[src/rtl/imem_pkg.sv]
// Shared types and constants for the dual-core instruction-fetch arbiter.
package imem_pkg;

    localparam int unsigned ROM_WORDS_DEF = 64;
    localparam logic [31:0] NOP_INSTR     = 32'h0000_0000;

    typedef enum logic {
        PRIO0 = 1'b0,
        PRIO1 = 1'b1
    } prio_e;

    typedef struct packed {
        logic        valid;
        logic        err;
        logic [31:0] data;
    } fetch_rsp_t;

endpackage

[src/rtl/rr_arbiter2.sv]
// Two-input round-robin arbiter. The favoured core flips to the loser after
// every grant, so continuous contention alternates 0,1,0,1.
module rr_arbiter2
    import imem_pkg::*;
(
    input  logic       clk,
    input  logic       reset,
    input  logic [1:0] req,
    output logic [1:0] gnt
);

    prio_e prio_q;
    prio_e prio_d;

    always_ff @(posedge clk) begin
        if (reset) begin
            prio_q <= PRIO0;
        end else begin
            prio_q <= prio_d;
        end
    end

    always_comb begin
        prio_d = prio_q;
        if (gnt[0]) begin
            prio_d = PRIO1;
        end else if (gnt[1]) begin
            prio_d = PRIO0;
        end
    end

    always_comb begin
        gnt = 2'b00;
        if (!reset) begin
            case (req)
                2'b01:   gnt = 2'b01;
                2'b10:   gnt = 2'b10;
                2'b11:   gnt = (prio_q == PRIO0) ? 2'b01 : 2'b10;
                default: gnt = 2'b00;
            endcase
        end
    end

endmodule

[src/rtl/imem_fetch_arbiter.sv]
// Shares one combinational instruction-ROM port between two cores; grants
// round-robin, range-checks the address and registers the word back.
module imem_fetch_arbiter
    import imem_pkg::*;
#(
    parameter int unsigned ROM_WORDS = ROM_WORDS_DEF,
    parameter int unsigned CNT_W     = 16
) (
    input  logic             clk,
    input  logic             reset,
    input  logic             c0_req,
    input  logic [31:0]      c0_addr,
    output logic             c0_gnt,
    output logic             c0_rvalid,
    output logic [31:0]      c0_rdata,
    output logic             c0_err,
    input  logic             c1_req,
    input  logic [31:0]      c1_addr,
    output logic             c1_gnt,
    output logic             c1_rvalid,
    output logic [31:0]      c1_rdata,
    output logic             c1_err,
    output logic [31:0]      rom_addr,
    input  logic [31:0]      rom_rdata,
    output logic [CNT_W-1:0] c0_fetch_cnt,
    output logic [CNT_W-1:0] c1_fetch_cnt
);

    function automatic logic range_err(input logic [31:0] a);
        return (a[1:0] != 2'b00) || ((a >> 2) >= 32'(ROM_WORDS));
    endfunction

    function automatic logic [CNT_W-1:0] sat_inc(input logic [CNT_W-1:0] c);
        return (&c) ? c : c + CNT_W'(1);
    endfunction

    logic [1:0]       gnt;
    logic [31:0]      sel_addr;
    logic             fetch_err;
    fetch_rsp_t       rsp_p0;
    fetch_rsp_t       rsp0_p1;
    fetch_rsp_t       rsp1_p1;
    logic [CNT_W-1:0] cnt0_p1;
    logic [CNT_W-1:0] cnt1_p1;

    rr_arbiter2 u_arb (
        .clk   (clk),
        .reset (reset),
        .req   ({c1_req, c0_req}),
        .gnt   (gnt)
    );

    // Stage p0: grant, ROM address and range check, all combinational
    always_comb begin
        sel_addr     = gnt[1] ? c1_addr : c0_addr;
        rom_addr     = (|gnt) ? sel_addr : 32'h0;
        fetch_err    = range_err(sel_addr);
        rsp_p0.valid = 1'b1;
        rsp_p0.err   = fetch_err;
        rsp_p0.data  = fetch_err ? NOP_INSTR : rom_rdata;
    end

    // Stage p1: response registers and saturating grant counters
    always_ff @(posedge clk) begin
        if (reset) begin
            rsp0_p1 <= '0;
            rsp1_p1 <= '0;
            cnt0_p1 <= '0;
            cnt1_p1 <= '0;
        end else begin
            if (gnt[0]) begin
                rsp0_p1 <= rsp_p0;
                cnt0_p1 <= sat_inc(cnt0_p1);
            end else begin
                rsp0_p1.valid <= 1'b0;
            end
            if (gnt[1]) begin
                rsp1_p1 <= rsp_p0;
                cnt1_p1 <= sat_inc(cnt1_p1);
            end else begin
                rsp1_p1.valid <= 1'b0;
            end
        end
    end

    assign c0_gnt       = gnt[0];
    assign c1_gnt       = gnt[1];
    assign c0_rvalid    = rsp0_p1.valid;
    assign c0_err       = rsp0_p1.err;
    assign c0_rdata     = rsp0_p1.data;
    assign c1_rvalid    = rsp1_p1.valid;
    assign c1_err       = rsp1_p1.err;
    assign c1_rdata     = rsp1_p1.data;
    assign c0_fetch_cnt = cnt0_p1;
    assign c1_fetch_cnt = cnt1_p1;

endmodule

[config.mk]
export PLATFORM = sky130hd
export DESIGN_NAME = imem_fetch_arbiter
export DESIGN_NICKNAME = d
export VERILOG_FILES = /design/src/rtl/imem_pkg.sv /design/src/rtl/rr_arbiter2.sv /design/src/rtl/imem_fetch_arbiter.sv
export SDC_FILE = /design/constraint.sdc
export NUM_CORES = 1
export LEC_CHECK = 0
export BUFFER_PORTS_ARGS = -buffer_cell sky130_fd_sc_hd__buf_2
export CORE_AREA = 5 5 115 117
export CTS_CLUSTER_SIZE = 24
export DETAILED_ROUTE_END_ITERATION = 12
export DIE_AREA = 0 0 120 122
export SLEW_MARGIN = 0
export SYNTH_ARGS = -nofsm -noshare
export SYNTH_HDL_FRONTEND = slang
export SYNTH_SLANG_ARGS = --single-unit
[constraint.sdc]
create_clock -name clk -period 2.65 [get_ports clk]
set_input_delay 0.1325 -clock clk [delete_from_list [all_inputs] [get_ports clk]]
set_output_delay 0.1325 -clock clk [all_outputs]
set_load 0.02 [all_outputs]
==> results.ini <==
[placed_design]
io_buffers=233
dp_hpwl_um=10700
gp_congestion=0.869

[global_routing]
grt_use_total=0.190
grt_pass1_wl_um=22500
grt_pass1_vias=4153
overflow=0
grt_antenna_before_repair=1
grt_max_degree=38

[timing]
slew_headroom=0.561
drv_slew=0
setup_viol=0
hold_viol=0
fin_tns_setup_ps=0
rsz0062_at_grt=false
skew_ps=6.73
worst_slew_pin_slew_ps=658
fin_crit_ps=2350
max_freq_ghz=0.426
fin_crit_sh=0.886

[logic_synthesis]
yosysUniqueCellTypes=48
syn_area_um2=4100
synth_edf_count=0
syn-num-nets=507
ys_seq_area_frac=0.493
yosysWarnings=0
synth_top_flop_cell=dfxtp_1
synth-seq-cells=101
syn_area_per_cell_um2=10.1
syn_inst=405
async_flop_share=0

[cts]
root_buffer=clkbuf_16
postCtsResizedCells=0
numCtsBuffers=9
postCtsSetupBuffers=0
clockBufferDepth=2
h-tree-depth=3
clk_latency_ps=340
cts_tree=done
hold_buffers=8
cts.clk_slew.worst_paths_ps=80
numClockSinks=101

[cells_and_area]
final_util=0.476
drive_gt1_frac=0.417
nets=745
layout_common_cells=buf_2 (233), dfxtp_1 (101), a22o_1 (96), nor2_1 (32), nand2_1 (16)
fill_cells=1157
syn_to_final_growth_pct=42.1
final_common_cell=buf_2
diodes=0

[floorplan]
coreArea_um2=12300
die_h_um=122
die_w_um=120
dieArea_um2=14600
io_pins=234
start_util=0.335
num_rows=41

[min_path]
hold_path.class=in -> reg
hold_path_depth=2

[critical_path]
cp_top_family=buffers and inverters
endpoint_kind=primary output
critPathLaunchType=flop
cp.depth=5
crit_slowest_cell=inv_2
worstPathCellList=a21boi_1, nand2_1, inv_2, a22o_1, buf_2
r2r_cells=6
critPathMaxFanout=33
path_buf_inv=2
worstPathArrival_ps=2210
required_ps=2520
slowest_delay_ps=510
crit_type=reg -> out

[pwr]
max-vdd-ir-drop_mv=0.297
p_leak_nw=2.85
p_per_area_nw_per_um2=557
report.power.total_mw=3.24

[route]
drt_iter0_markers=368
routed_via_density=5.36
ant_nets=0
vias=4274
drc=0
wl_per_cell_um=17.6
drt_pass1_iterations=4
drt-total-wl_um=14100

[outcome]
status=finished clean

[job]
maxCapViolCount=0

synth_stat cells, types with 3 or more instances:
cell type	n	area, um2
a22o_1	96	841
and3_1	4	25.0
mux2i_1	3	30.0
xor2_1	9	78.8
buf_1	3	11.3
clkbuf_1	13	48.8
buf_2	6	30.0
or4_4	3	33.8
nand3_1	12	60.1
buf_6	3	33.8
nor3_1	10	50.1
nor4_1	15	93.8
inv_1	7	26.3
nor2_1	34	128
nand4_1	15	93.8
a21oi_1	6	30.0
nand2_1	16	60.1
xnor2_1	9	78.8
or4_1	4	30.0
dfxtp_1	101	2020
power by group:
part / internal, mW / switching [mW] / total [mW]
clock: 0.757 / 0.618 / 1.37
combinational: 0.135 / 0.200 / 0.335
sequential: 1.53 / 0.00862 / 1.53
final timing paths:
kind | end | startpoint | slack, ps
worst max-delay path | rom_addr[16] | u_arb.prio_q | 300
worst min register to register | c1_rdata[30] | c1_rdata[30] | 470
worst max register to register | c1_fetch_cnt[4] | c1_fetch_cnt[0] | 500
worst min-delay path | c0_rdata[31] | rom_rdata[31] | 10
per-layer routing:
metal	wire length [um]	track usage	share of wire
met1	6050	0.240	0.43
met4	134	0.0515	0.0095
met3	1030	0.0520	0.074
met2	6830	0.321	0.49
met5	7	0	0.00050
kinds of logic (layout without fill, tap and decap cells):
family	count (synthesis)	after routing	share of synthesized area
compound gates	119	119	0.249
xor+xnor	18	18	0.0384
fa+ha+maj	2	2	0.00610
buf+inv	35	278	0.0393
flops	101	101	0.493
mux	3	3	0.00732
simple gates	127	127	0.167
per-stage QoR:
step | area (um2) | worst slack [ps] | instances | hold slack [ps]
4_1_cts | 5810 | 241 | 796 | 0.101
3_3_place_gp | 5410 | 575 | 772 | 359
5_1_grt | 5830 | 13.6 | 798 | 3.88
3_5_place_dp | 5410 | 523 | 772 | 363
6_report | 5830 | 303 | 798 | 13.6
2_1_floorplan | 4100 | 744 | 405 | 258
worst reg2reg max path: cells and delay by family (launching register included):
family	cells	cell delay, ps
compound gates	1	320
flops	1	440
simple gates	3	820
fa+ha+maj	1	320
mux	1	190
flip-flops by register name, summed over array words and instances (netlist names):
| name | count |
|---|---|
| u_arb.prio_q | 1 |
| c1_fetch_cnt | 16 |
| c0_err | 1 |
| c1_rdata | 32 |
| c0_rdata | 32 |
| c1_rvalid | 1 |
| c0_rvalid | 1 |
| c1_err | 1 |
| c0_fetch_cnt | 16 |
final cells by class:
| cell class | count | area, um2 | area share |
|---|---|---|---|
| clock inverters | 7 | 91.3 | 0.0157 |
| multi-input cells | 269 | 1930 | 0.332 |
| repair buffers | 252 | 1330 | 0.229 |
| inverters | 10 | 37.5 | 0.00644 |
| clock buffers | 9 | 225 | 0.0386 |
| well taps | 150 | 188 | 0.0322 |
| flip-flops and latches | 101 | 2020 | 0.347 |
No activity file was read; power rests on OpenSTA's default activity.
